**src/rtl/fetch_pkg.sv**
```systemverilog
// Shared types and constants for the instruction-fetch front end.
// FETCH_PREDECODE_EN adds predecode flags to every buffered entry.
package fetch_pkg;

    localparam int          INSTR_W      = 32;
    localparam logic [31:0] RESET_PC_DEF = 32'h0000_0000;
    localparam int          DROP_W       = 8;

    localparam int          OP_HI     = 27;
    localparam int          OP_LO     = 26;
    localparam int          BR_HI     = 27;
    localparam int          BR_LO     = 25;
    localparam logic [1:0]  OP_MEM    = 2'b01;
    localparam logic [2:0]  OP_BRANCH = 3'b101;

    typedef struct packed {
        logic [INSTR_W-1:0] instr;
        logic [31:0]        pc;
`ifdef FETCH_PREDECODE_EN
        logic               is_branch;
        logic               is_mem;
`endif
    } fetch_entry_t;

    function automatic fetch_entry_t make_entry(input logic [INSTR_W-1:0] instr,
                                                input logic [31:0]        pc);
        fetch_entry_t e;
        e.instr = instr;
        e.pc    = pc;
`ifdef FETCH_PREDECODE_EN
        e.is_branch = (instr[BR_HI:BR_LO] == OP_BRANCH);
        e.is_mem    = (instr[OP_HI:OP_LO] == OP_MEM);
`endif
        return e;
    endfunction

endpackage

```
**src/rtl/fetch_fifo.sv**
```systemverilog
// Purpose: small FIFO of fetch entries with synchronous flush; head reads as zero when empty.
// Latency: a pushed entry is visible at the head the cycle after the push.
// Backpressure: caller never pushes when full; a pop on an empty FIFO is ignored.
module fetch_fifo
    import fetch_pkg::*;
#(
    parameter  int DEPTH = 2,
    localparam int AW    = $clog2(DEPTH),
    localparam int CW    = AW + 1
) (
    input  logic          clk,
    input  logic          rst,
    input  logic          push,
    input  fetch_entry_t  push_dat,
    input  logic          pop,
    input  logic          flush,
    output fetch_entry_t  head_dat,
    output logic [CW-1:0] count,
    output logic          empty
);

    fetch_entry_t  mem_q [DEPTH];
    fetch_entry_t  mem_d [DEPTH];
    logic [AW-1:0] rd_ptr_q, rd_ptr_d;
    logic [AW-1:0] wr_ptr_q, wr_ptr_d;
    logic [CW-1:0] count_q, count_d;
    logic          do_pop;

    assign empty  = (count_q == '0);
    assign do_pop = pop && !empty;

    always_comb begin
        mem_d    = mem_q;
        rd_ptr_d = rd_ptr_q;
        wr_ptr_d = wr_ptr_q;
        count_d  = count_q;
        if (flush) begin
            rd_ptr_d = '0;
            wr_ptr_d = '0;
            count_d  = '0;
        end else begin
            if (push) begin
                mem_d[wr_ptr_q] = push_dat;
                wr_ptr_d        = wr_ptr_q + 1'b1;
            end
            if (do_pop) begin
                rd_ptr_d = rd_ptr_q + 1'b1;
            end
            count_d = count_q + CW'(push) - CW'(do_pop);
        end
    end

    always_ff @(posedge clk or negedge rst) begin
        if (!rst) begin
            for (int i = 0; i < DEPTH; i++) begin
                mem_q[i] <= '0;
            end
            rd_ptr_q <= '0;
            wr_ptr_q <= '0;
            count_q  <= '0;
        end else begin
            mem_q    <= mem_d;
            rd_ptr_q <= rd_ptr_d;
            wr_ptr_q <= wr_ptr_d;
            count_q  <= count_d;
        end
    end

    assign head_dat = empty ? '0 : mem_q[rd_ptr_q];
    assign count    = count_q;

endmodule

```
**src/rtl/instr_fetch.sv**
```systemverilog
// Purpose: in-order instruction fetch into a DEPTH-entry buffer, redirected by branch_taken (FETCH_PREDECODE_EN adds is_branch/is_mem).
// Latency: an instruction is presented the cycle after its memory response; outputs are combinational from the buffer head.
// Backpressure: issue stops once buffered plus in-flight words reach DEPTH; the head holds while instr_ready is low.
module instr_fetch
    import fetch_pkg::*;
#(
    parameter  logic [31:0] RESET_PC = RESET_PC_DEF,
    parameter  int          DEPTH    = 2,
    localparam int          AW       = $clog2(DEPTH),
    localparam int          CW       = AW + 1
) (
    input  logic        clk,
    input  logic        rst,
    output logic        imem_req,
    output logic [31:0] imem_addr,
    input  logic        imem_rvalid,
    input  logic [31:0] imem_rdata,
    input  logic        branch_taken,
    input  logic [31:0] branch_target,
    output logic        instr_valid,
    input  logic        instr_ready,
    output logic [31:0] instr_out,
    output logic [31:0] instr_pc
`ifdef FETCH_PREDECODE_EN
    ,
    output logic        is_branch,
    output logic        is_mem
`endif
);

    localparam logic [CW:0] DEPTH_L = (CW+1)'(DEPTH);

    logic [31:0]       pc_q, pc_d;
    logic [CW-1:0]     inflight_q, inflight_d;
    logic [DROP_W-1:0] drop_q, drop_d;
    logic [31:0]       aq_q [DEPTH];
    logic [31:0]       aq_d [DEPTH];
    logic [AW-1:0]     aq_rd_q, aq_rd_d;
    logic [AW-1:0]     aq_wr_q, aq_wr_d;

    logic [CW-1:0]     fifo_count;
    logic              fifo_empty;
    fetch_entry_t      head;
    logic [CW:0]       occupancy;
    logic              issue;
    logic              keep;

    assign occupancy = {1'b0, fifo_count} + {1'b0, inflight_q};
    assign issue     = rst && !branch_taken && (occupancy < DEPTH_L);
    // Responses owed to requests cancelled by a redirect arrive first and are swallowed.
    assign keep      = imem_rvalid && (drop_q == '0) && !branch_taken;

    always_comb begin
        pc_d       = pc_q;
        inflight_d = inflight_q;
        drop_d     = drop_q;
        aq_d       = aq_q;
        aq_rd_d    = aq_rd_q;
        aq_wr_d    = aq_wr_q;
        if (branch_taken) begin
            pc_d       = branch_target & ~32'h3;
            inflight_d = '0;
            drop_d     = drop_q + DROP_W'(inflight_q) - DROP_W'(imem_rvalid);
            aq_rd_d    = '0;
            aq_wr_d    = '0;
        end else begin
            if (issue) begin
                pc_d          = pc_q + 32'd4;
                aq_d[aq_wr_q] = pc_q;
                aq_wr_d       = aq_wr_q + 1'b1;
            end
            if (imem_rvalid && (drop_q != '0)) begin
                drop_d = drop_q - 1'b1;
            end
            if (keep) begin
                aq_rd_d = aq_rd_q + 1'b1;
            end
            inflight_d = inflight_q + CW'(issue) - CW'(keep);
        end
    end

    always_ff @(posedge clk or negedge rst) begin
        if (!rst) begin
            pc_q       <= RESET_PC;
            inflight_q <= '0;
            drop_q     <= '0;
            for (int i = 0; i < DEPTH; i++) begin
                aq_q[i] <= '0;
            end
            aq_rd_q    <= '0;
            aq_wr_q    <= '0;
        end else begin
            pc_q       <= pc_d;
            inflight_q <= inflight_d;
            drop_q     <= drop_d;
            aq_q       <= aq_d;
            aq_rd_q    <= aq_rd_d;
            aq_wr_q    <= aq_wr_d;
        end
    end

    fetch_fifo #(.DEPTH(DEPTH)) u_fifo (
        .clk      (clk),
        .rst      (rst),
        .push     (keep),
        .push_dat (make_entry(imem_rdata, aq_q[aq_rd_q])),
        .pop      (instr_valid && instr_ready),
        .flush    (branch_taken),
        .head_dat (head),
        .count    (fifo_count),
        .empty    (fifo_empty)
    );

    assign imem_req    = issue;
    assign imem_addr   = pc_q;
    assign instr_valid = !fifo_empty;
    assign instr_out   = head.instr;
    assign instr_pc    = head.pc;
`ifdef FETCH_PREDECODE_EN
    assign is_branch   = head.is_branch;
    assign is_mem      = head.is_mem;
`endif

endmodule

```
**config.mk**
```make
export PLATFORM = sky130hd
export DESIGN_NAME = instr_fetch
export DESIGN_NICKNAME = d
export VERILOG_FILES = /design/src/rtl/fetch_pkg.sv /design/src/rtl/fetch_fifo.sv /design/src/rtl/instr_fetch.sv
export SDC_FILE = /design/constraint.sdc
export NUM_CORES = 1
export LEC_CHECK = 0
export CAP_MARGIN = 20
export CORE_UTILIZATION = 55
export DETAILED_ROUTE_END_ITERATION = 6
export DONT_BUFFER_PORTS = 1
export GPL_ROUTABILITY_DRIVEN = 0
export PLACE_DENSITY = 0.71
export SKIP_CTS_REPAIR_TIMING = 1
export SLEW_MARGIN = 20
export SYNTH_ARGS = -nofsm -noshare
export SYNTH_HDL_FRONTEND = slang
export SYNTH_SLANG_ARGS = --single-unit
```
**constraint.sdc**
```tcl
create_clock -name clk -period 2.95 [get_ports clk]
set_clock_uncertainty 0.2 [all_clocks]
set_input_delay 0.885 -clock clk [delete_from_list [all_inputs] [get_ports clk]]
set_output_delay 0.885 -clock clk [all_outputs]
set_load 0.02 [all_outputs]
```
==> out/summary.txt <==
top cells by area, synth - dfrtp_1 52%, mux2_2 12%, mux2i_1 8.6%
DRT antenna net count - 0
Multi-input gate area - 4932 um^2
CP Max Fanout - 5
storage element area - 5761 um^2
GRT Residual Overflow - 0
CP arrival - 1960 ps
Setup-failing EPs final - 1
core area - 19590 um^2
flops & latches, synth - 230
HPWL after DPL - 14.29 mm
Cells after Synth - 984
Tcrit/Tclk final - 103.2%
final worst slack - -94.25 ps
total track usage - 22.01%
Worst VDD drop - 462.6 uV
first-pass GRT wire length - 35.58 mm
worst path required time - 1870 ps
FP Rows - 51
CTS buffer count - 25
# diodes - 0
synthesized area per cell - 11.21 um^2
area fraction of the dominant cell type after synthesis - 52.18%
Avg Vias per Cell - 5.557
post-route cell area - 12320 um^2
# nets final - 1082
largest net degree at the start of global routing - 234
violated checks - hold timing, setup timing
DRC errors left - 0
Max Slew Vio Count - 0
Root Driver - clkbuf_16
Worst Hold Slack - -124.0 ps
f_max - 328.5 MHz
Port Buffers - 0
1st-pass router iterations - 4
Die Footprint - 20630 um^2
top-count cell post-synth - dfrtp_1
Initial Util - 56.31%
commonest cells in the netlist - 230 x dfrtp_1, 120 x mux2_2, 110 x nor2_1
RSZ-0062 raised after global routing - true
final hold violations - 230
max cap viols - 0
CTS max path bufs - 3
unique cell type count in the Yosys netlist - 50
H-Tree Depth - 1
max_slew headroom - 54.31%
Setup Crit Path Kind - reg -> out
Placement Cell Area - 11440 um^2
Synth Cell Area - 11030 um^2
EDFF count, synth - 0
Starting DRT DRC Count - 352
die height - 143.6 um
Tightest Pin Transition - 679.0 ps
initial antenna violation count - 0
fillers - 1597
area leader, netlist - dfrtp_1
Async SR Flop Fraction - 100.0%
routed wire length - 22.36 mm
Worst-path clk slew - 60 ps
non-filler instance count after layout - 1270
Worst-Skew Late Latency - 520 ps
register area share after synthesis - 52.18%
Final min period - 3044 ps
synth-to-layout area growth - 11.72%
Hold Crit Class - in -> async
run status - complete, but fails checks
ys flop type - dfrtp_1
DR WL/cell - 17.60 um
Ports - 167
die width - 143.6 um
P_leak - 5.398 nW
CTS tree - done
vias in the first global route - 6785
# clock sinks - 230
layout cells sized above 1 - 21.39%
placed insts - 1221
startpoint class of the critical path - flop
YS warnings - 0
CP Capture Type - output port
routed via count - 7057
pwr/cell area - 894.2 nW/um^2
-- power breakdown --
group	leakage, nW	internal [W]	switching (W)
sequential	2.98	0.00402	0.000581
clock	0.408	0.00184	0.00123
combinational	2.01	0.00159	0.00176
-- layout make-up --
type / count / area share, %
inverters: 29 / 0.8833
multi-input cells: 668 / 40.02
repair buffers: 34 / 2.985
clock inverters: 8 / 0.6092
flip-flops and latches: 230 / 46.75
well taps: 265 / 2.691
clock buffers: 36 / 6.062
-- logic make-up (layout without fill, tap and decap cells) --
logic type | Yosys count | count (layout) | share of synthesized area, %
flip-flops | 230 | 230 | 52.18
multiplexers | 215 | 215 | 20.87
XOR/XNOR | 44 | 44 | 3.494
AO/OA/AOI/OAI | 118 | 118 | 5.796
other | 1 | 4 | 0.03400
AND/OR/NAND/NOR | 262 | 262 | 11.14
adder cells (fa/ha/maj) | 25 | 25 | 2.972
buffers and inverters | 89 | 107 | 3.516
-- worst paths after layout --
kind	to	slack, ps	cells after the start	startpoint
max in group asynchronous	aq_wr_q	2370	0	rst
worst min register to register	u_fifo.mem_q[7]	280	2	u_fifo.mem_q[7]
min in group clk	u_fifo.rd_ptr_q	260	1	branch_taken
worst max register to register	imem_addr[20]	330	8	u_fifo.count[0]
worst min-delay path	u_fifo.mem_q[49]	-120	0	rst
worst max-delay path	imem_req	-90	5	u_fifo.count[0]
-- critical path, stage by stage, from the launching register on --
cell,delay (ps)
dfrtp_1,410
inv_2,100
nor2_4,40
fa_2,490
nor4b_2,220
buf_4,210
-- cell usage in the layout, fill, tap and decap left out, types with 3 or more instances in the layout --
cell type / n
a211oi_1: 3
a21oi_1: 34
and2_1: 5
and3_1: 5
buf_12: 9
buf_4: 25
clkbuf_1: 3
clkbuf_16: 25
clkbuf_8: 8
clkinv_2: 4
conb_1: 4
dfrtp_1: 228
ha_1: 23
inv_1: 27
mux2_2: 120
mux2i_1: 95
nand2_1: 81
nand3_1: 11
nand4_1: 12
nor2_1: 108
nor2b_1: 5
nor3_1: 7
nor4_4: 3
o21ai_0: 60
o21ai_1: 8
or3_1: 5
xnor2_1: 29
xor2_1: 15
-- state kept, by name, indices dropped and copies added, names as in the netlist --
register and cells:
u_fifo.mem_q 124, aq_q 60, imem_addr 30, drop_q 8, inflight_q 2, u_fifo.count 2, aq_rd_q 1, aq_wr_q 1
u_fifo.rd_ptr_q 1, u_fifo.wr_ptr_q 1
-- through the flow --
step	TNS (ps)	util [%]	setup WS (ps)	total power, W
after floorplan	0	-	147.1	0.007102
after detailed placement	-7.752	58.40	-7.752	0.007947
after CTS	-1045	62.60	-233.9	0.01106
after global routing	-173.0	62.90	-173.0	0.01175
after global placement	0	58.40	46.89	0.007838
final	-94.25	62.90	-94.25	0.01102
-- metal layers --
| layer | GRT usage [%] | wire [um] |
|---|---|---|
| met5 | 0 | 0 |
| met4 | 6.159 | 331 |
| met3 | 4.798 | 1513 |
| met2 | 33.96 | 10150 |
| met1 | 31.26 | 10360 |
(Power assumes the default switching activity.)
